===== src/rtl/broadcast_pkg.sv =====
// -----------------------------------------------------------------------------
// broadcast_pkg
// Shared constants for the broadcast fan-out block and its per-channel lane.
// Holds the default geometry that the top module and the lane sub-module both
// use, so the two files cannot drift apart.
// -----------------------------------------------------------------------------
package broadcast_pkg;

    // Default data width of the argument word and of each result lane.
    localparam int DEFAULT_WIDTH = 16;

    // Default number of independent result channels.
    localparam int DEFAULT_DEPTH = 2;

endpackage : broadcast_pkg


===== src/rtl/broadcast_lane.sv =====
// -----------------------------------------------------------------------------
// broadcast_lane
// One result channel of the broadcast block. It owns this channel's pending
// flop and presents the shared held word on its own lane.
//
// Ports:
//   clk        in   clock, all state changes on the rising edge
//   rst        in   synchronous active-high reset
//   i_accept   in   the top is loading a new word this cycle
//   i_res_rdy  in   this channel's consumer is ready
//   i_hold     in   the word currently held by the top (WIDTH bits)
//   o_res_stb  out  this channel still has to take the held word
//   o_res_dat  out  this channel's lane, always equal to i_hold
// -----------------------------------------------------------------------------
module broadcast_lane
    import broadcast_pkg::*;
#(
    parameter int WIDTH = DEFAULT_WIDTH
) (
    input  logic             clk,
    input  logic             rst,
    input  logic             i_accept,
    input  logic             i_res_rdy,
    input  logic [WIDTH-1:0] i_hold,
    output logic             o_res_stb,
    output logic [WIDTH-1:0] o_res_dat
);

    logic r_pend;
    logic w_take;

    // A ready without a pending word is a no-op, so the take is qualified.
    assign w_take = r_pend & i_res_rdy;

    // Accept is checked before take: when the final take and a new accept land
    // on the same edge, the channel must arm for the new word, not clear.
    // NOTE: state flops use non-blocking assignments so every flop samples the
    // pre-edge value of every other flop, independent of process ordering.
    always_ff @(posedge clk) begin
        if (rst) begin
            r_pend <= 1'b0;
        end else if (i_accept) begin
            r_pend <= 1'b1;
        end else if (w_take) begin
            r_pend <= 1'b0;
        end
    end

    assign o_res_stb = r_pend;
    assign o_res_dat = i_hold;

endmodule : broadcast_lane


===== src/rtl/broadcast.sv =====
// -----------------------------------------------------------------------------
// broadcast
// Single-stream to multi-stream fan-out. One argument word is accepted over a
// strobe/ready handshake, held in a register, and offered to DEPTH independent
// result channels. The word is released only after every channel has taken it;
// each channel sees every word exactly once.
//
// Configuration macro: BROADCAST_PIPE_EN
//   undefined (default): o_arg_rdy = no channel pending; fully registered, one
//                        bubble cycle between words.
//   defined:             o_arg_rdy also rises in the cycle of the final take(s),
//                        allowing one word per cycle; this adds a combinational
//                        path from i_res_rdy to o_arg_rdy.
//
// Ports:
//   clk        in   clock, all state changes on the rising edge
//   rst        in   synchronous active-high reset
//   i_arg_stb  in   argument word valid
//   i_arg_dat  in   argument word (WIDTH bits)
//   o_arg_rdy  out  block can accept a word
//   o_res_stb  out  per-channel result valid, bit n is channel n (DEPTH bits)
//   o_res_dat  out  lane n is [n*WIDTH +: WIDTH], every lane carries the held word
//   i_res_rdy  in   per-channel consumer ready (DEPTH bits)
// -----------------------------------------------------------------------------
module broadcast
    import broadcast_pkg::*;
#(
    parameter int WIDTH = DEFAULT_WIDTH,
    parameter int DEPTH = DEFAULT_DEPTH
) (
    input  logic                   clk,
    input  logic                   rst,
    input  logic                   i_arg_stb,
    input  logic [WIDTH-1:0]       i_arg_dat,
    output logic                   o_arg_rdy,
    output logic [DEPTH-1:0]       o_res_stb,
    output logic [DEPTH*WIDTH-1:0] o_res_dat,
    input  logic [DEPTH-1:0]       i_res_rdy
);

    logic [WIDTH-1:0] r_hold;
    logic [DEPTH-1:0] w_pend;
    logic             w_accept;

`ifdef BROADCAST_PIPE_EN
    // Ready as soon as every still-pending channel is taking this cycle.
    logic [DEPTH-1:0] w_take;
    assign w_take    = w_pend & i_res_rdy;
    assign o_arg_rdy = ((w_pend & ~w_take) == '0);
`else
    // Purely registered: ready only once the pending mask has drained.
    assign o_arg_rdy = (w_pend == '0);
`endif

    assign w_accept = i_arg_stb & o_arg_rdy;

    // NOTE: the holding register is reset even though it is data, because a
    // zero res_dat out of reset is part of the block's visible contract.
    always_ff @(posedge clk) begin
        if (rst) begin
            r_hold <= '0;
        end else if (w_accept) begin
            r_hold <= i_arg_dat;
        end
    end

    for (genvar n = 0; n < DEPTH; n++) begin : g_lane
        broadcast_lane #(
            .WIDTH (WIDTH)
        ) u_lane (
            .clk       (clk),
            .rst       (rst),
            .i_accept  (w_accept),
            .i_res_rdy (i_res_rdy[n]),
            .i_hold    (r_hold),
            .o_res_stb (w_pend[n]),
            .o_res_dat (o_res_dat[n*WIDTH +: WIDTH])
        );
    end

    assign o_res_stb = w_pend;

endmodule : broadcast


===== config.mk =====
export PLATFORM = sky130hd
export DESIGN_NAME = broadcast
export DESIGN_NICKNAME = d
export VERILOG_FILES = /design/src/rtl/broadcast_pkg.sv /design/src/rtl/broadcast_lane.sv /design/src/rtl/broadcast.sv
export SDC_FILE = /design/constraint.sdc
export NUM_CORES = 1
export LEC_CHECK = 0
export BUFFER_PORTS_ARGS = -buffer_cell sky130_fd_sc_hd__buf_4
export CORE_ASPECT_RATIO = 1.1
export CORE_MARGIN = 3
export CORE_UTILIZATION = 47
export CTS_CLUSTER_SIZE = 28
export DETAILED_ROUTE_END_ITERATION = 12
export GPL_ROUTABILITY_DRIVEN = 0
export PLACE_DENSITY = 0.91
export SLEW_MARGIN = 5
export SYNTH_ARGS = -nofsm -noshare
export SYNTH_HDL_FRONTEND = slang
export SYNTH_HIERARCHICAL = 1
export SYNTH_SLANG_ARGS = --single-unit

===== constraint.sdc =====
create_clock -name clk -period 2.28 [get_ports clk]
set_input_delay 0.342 -clock clk [delete_from_list [all_inputs] [get_ports clk]]
set_output_delay 0.342 -clock clk [all_outputs]
set_load 0.01 [all_outputs]

# ---- Word-level counts from Yosys, hierarchy flattened
# Index checks and enable logic that the tools add are counted.
# W data, S select, Z words.
dict set report totals {
  regBits 18
  latchBits 0
  mem_bits_rw 0
  romBits 0
  inputBits 21
  out_inout_bits 35
  elab_cells 13
  n_memories 0
}
dict set report op_classes {
  add_sub_neg 0
  multipliers 0
  n_div 0
  magnitude_cmp 0
  n_eq_ne 0
  n_shift 0
  n_mux 4
  bitwise 3
  reduce_logical 3
}
# op n
set op_table {}
lappend op_table {{$mux W1} 4}
lappend op_table {{$reduce_bool A2 Y1} 2}
lappend op_table {{$and A1 B1 Y1} 3}
lappend op_table {{$logic_not A2 Y1} 1}

# ---- Longest topological paths before layout
dict set report logic_depth {
  word_depth 3
  depth_mapped 5
  depth_no_buf 3
}

# ---- By module
# The synthesis kept the hierarchy.
# mod instances cells_per_inst area_each_um2
set modules_own_cells {}
lappend modules_own_cells {broadcast 1 71 739.5}
lappend modules_own_cells {broadcast_lane 2 20 158.9}

# ---- Least setup slack after synthesis
# OpenSTA, ideal clock, no wires.
dict set report synth_path {
  path_kind {flip-flop to flip-flop}
  start {reg g_lane[1].u_lane.r_pend}
  end {reg r_hold[10]}
  setup_time_ps 72
  t_arrival_ps 1003
  setup_slack_ps 1205
  stages_incl_launch_ff 5
  n_path_buf 2
  synth_period_minus_slack_ps 1075
  path_cell_list {dfxtp_1 > nor3b_2 > buf_6 > buf_12 > mux2i_1}
}
dict set report synth_between {
  elab_chain_cells 2
}
# element line
set synth_lines {}
lappend synth_lines {{start: declaration} broadcast_lane.sv:29} ;# logic r_pend;
lappend synth_lines {{start signal: assignment} broadcast_lane.sv:41} ;# r_pend <= 1'b0;
lappend synth_lines {{start signal: assignment} broadcast_lane.sv:43} ;# r_pend <= 1'b1;
lappend synth_lines {{start signal: assignment} broadcast_lane.sv:45} ;# r_pend <= 1'b0;
lappend synth_lines {{$logic_not A2 Y1} broadcast.sv:52} ;# assign o_arg_rdy = (w_pend == '0);
lappend synth_lines {{$and A1 B1 Y1} broadcast.sv:55} ;# assign w_accept = i_arg_stb & o_arg_rdy;
lappend synth_lines {{net w_accept} broadcast.sv:43} ;# logic w_accept;
lappend synth_lines {{end signal: assignment} broadcast.sv:63} ;# r_hold <= i_arg_dat;
lappend synth_lines {{end: declaration} broadcast.sv:41} ;# logic [WIDTH-1:0] r_hold;
# The timed path passes the listed nets, and every way through them passes these cells.
# A chain may end at the register's enable or synchronous reset.

# ---- Worst setup path after layout
dict set report layout_path {
  start {reg g_lane[1].u_lane.r_pend}
  end {reg r_hold[3]}
}
dict set report layout_between {
  elab_chain_cells 2
}
# element line
set layout_lines {}
lappend layout_lines {{$logic_not A2 Y1} broadcast.sv:52}
lappend layout_lines {{$and A1 B1 Y1} broadcast.sv:55}
# Every way passes these cells.

==> results_dict.tcl <==
set metrics [dict create \
    p_sw_share_pct 26.8 \
    hold_depth 3 \
    areaGrowthSynthToFinish_pct 19.1 \
    synth_seq_cells 18 \
    cts_setup_buffers 0 \
    status "finished, final reports clean" \
    grt_util_met2_pct 25.2 \
    critPathMaxFanout 11 \
    track_usage_pct 13.3 \
    nets 156 \
    grtUsageMet1_pct 13.5 \
    synth_cell_types 11 \
    detailed_place_hpwl_um 1520 \
    synthTopCellsByArea "dfxtp_1 34%, buf_4 23%, nand2b_1 20%" \
    worstMarginPinSlew_ns 0.447 \
    syn_area_um2 1060 \
    root_buffer "clkbuf_4" \
    numCtsBuffers 3 \
    rows 17 \
    switchingPower_mw 0.188 \
    report.final.hold_viol_count 0 \
    setup_viol 0 \
    hold_class "input pin to flip-flop" \
    dr.pass1.iters 4 \
    reg2reg_depth 3 \
    fmax_mhz 704 \
    yosys_warnings 6 \
    max_stage_delay_ns 0.44 \
    die_x_um 51.2 \
    grt_pass1_wl_um 2970 \
    cts_htree_levels 1 \
    drive_gt1_share_pct 46.6 \
    layout_min_cycle_time_ns 1.42 \
    ys_seq_area_share_pct 34.1 \
    overflow 0 \
    coreArea_um2 2060 \
    rrSetupSlack_ns 0.86 \
    syn_nets 132 \
    synth-edff-count 0 \
    power.leakage_nw 0.600 \
    cellInternalPower_mw 0.515 \
    finClkSkew_ns 0.00112 \
    fp.dieH_um 55.7 \
    pwr-share-clk_pct 21.1 \
    port_buffers 55 \
    antenna_found_initial 0 \
    drc_errors 0 \
    first_iter_violations 11 \
    syn_inst 111 \
    endpoint_kind "flip-flop" \
    cp_slowest_cell "nor3b_4" \
    syn_area_per_cell_um2 9.52 \
    ys.flop_type "dfxtp_1" \
    wire_per_inst_um 11.9 \
    worstPathRequired_ns 2.49 \
    start_kind "flip-flop" \
    drv_cap 0 \
    rsz0062_at_grt "false" \
    yosysTopAreaCellShare_pct 34.1 \
    die_area_um2 2860 \
    power_density_nw_per_um2 559 \
    cts_sinks 18 \
    routed_wl_um 1920 \
    path_cells "nor3b_4 > buf_4 > mux2i_1" \
    cts_tree "done" \
    rr_endpoint "r_hold[3]" \
    vias 711 \
    grt_max_degree 35 \
    viasPerCell 4.42 \
    ys_async_sr_fraction_pct 0 \
    finalMaxSlewViolations 0 \
    rr_startpoint "g_lane[1].u_lane/o_res_stb" \
    cts.repair.resized 0 \
    gr-usage-met3_pct 3.49 \
    cts.hold.buffers_added 0 \
    fin_crit_sh_pct 62.3 \
    clk_pin_slew_ns 0.09 \
    ir_drop_v 0.000324 \
    clkLatencyLatePin_ns 0.28 \
    start_util_pct 51.2 \
    p_comb_share_pct 27.7 \
    tns_ns 0 \
    grt_pass1_vias 714 \
    p_seq_share_pct 51.2 \
    synth_common_cells "34 x nand2b_1, 32 x buf_4, 18 x dfxtp_1, 16 x mux2i_1, 3 x clkbuf_1" \
    synth_area_leader_cell "dfxtp_1" \
    max_slew_margin_pct 70.2 \
    clock_path_buffers 2 \
    criticalPathCategory "flip-flop to flip-flop" \
    min-delay-start "i_arg_dat[12]" \
    ant_nets 0 \
    fin_hold_ws_ns 0.323 \
    antenna_cells 0 \
    arrival_ns 1.63 \
    yosysMostFrequentCell "nand2b_1" \
    top_usage_layer "met2" \
    holdPathEnd "r_hold[12]" \
    io_pins 56 \
]
-- cells by family (layout without fill, tap and decap cells) --
kind of cell | count (synthesis) | after routing | share of synthesized area [%]
AO/OA/AOI/OAI | 2 | 2 | 1.66
buffers and inverters | 39 | 61 | 27.5
AND/OR/NAND/NOR | 36 | 36 | 21.7
flip-flops | 18 | 18 | 34.1
multiplexers | 16 | 16 | 15.1
-- stage by stage --
step	std cells	setup WS, ns	total power [mW]	utilization [%]	instance area [um2]
4_1_cts	161	0.832	0.714	61.0	1260
5_1_grt	161	0.730	0.743	61.0	1260
2_1_floorplan	111	1.21	0.518	-	1060
3_3_place_gp	158	0.867	0.559	59.9	1240
6_report	161	0.860	0.704	61.0	1260
3_5_place_dp	158	0.818	0.565	59.9	1240
-- sequential cells by signal, summed over array words and instances, names as in the netlist --
name / flops
g_lane.u_lane/o_res_stb: 2
r_hold: 16
-- cell type report --
type                    count  area [um2]
well taps                  28        35.0
fillers                   181         805
multi-input cells          54         413
repair buffers             56         420
inverters                   2        7.51
flip-flops and latches     18         360
clock buffers               3        22.5
-- power by group through the flow --
stage          Sequential, mW  Combinational (mW)  Clock [mW]
6_report                0.360               0.195       0.148
5_1_grt                 0.365               0.209       0.169
4_1_cts                 0.361               0.199       0.155
3_5_place_dp            0.368               0.198           0
3_3_place_gp            0.366               0.193           0
2_1_floorplan           0.363               0.155           0
-- routing by layer --
| layer | vias to the layer above | routed length (um) |
|---|---|---|
| li1 | 360 | - |
| met1 | 319 | 740 |
| met2 | 32 | 1030 |
| met3 | 0 | 151 |
| met4 | 0 | 0 |
| met5 | - | 0 |
-- how the worst max path moves through the flow --
stage	from	endpoint	cells past startpoint	slack [ns]
after CTS	g_lane[1].u_lane/o_res_stb	r_hold[3]	3	0.83
after floorplan	g_lane[1].u_lane/o_res_stb	r_hold[10]	4	1.21
after global placement	i_arg_stb	r_hold[3]	4	0.87
after global routing	g_lane[1].u_lane/o_res_stb	r_hold[3]	3	0.73
after detailed placement	i_arg_stb	r_hold[3]	4	0.82
final	g_lane[1].u_lane/o_res_stb	r_hold[3]	3	0.86
-- placed cells by master (no fill, tap or decap), drive strengths merged --
cell type   n
inv         2
nand2b     34
nor2        1
nor3b       1
a21oi       2
mux2i      16
buf        56
clkbuf      3
dfxtp      18
-- worst max-delay path, delay by kind of cell (launching register included) --
family        cells  cell delay [ns]
buf+inv           1             0.31
flops             1             0.36
mux               1             0.23
simple gates      1             0.44
(Power assumes the default switching activity.)
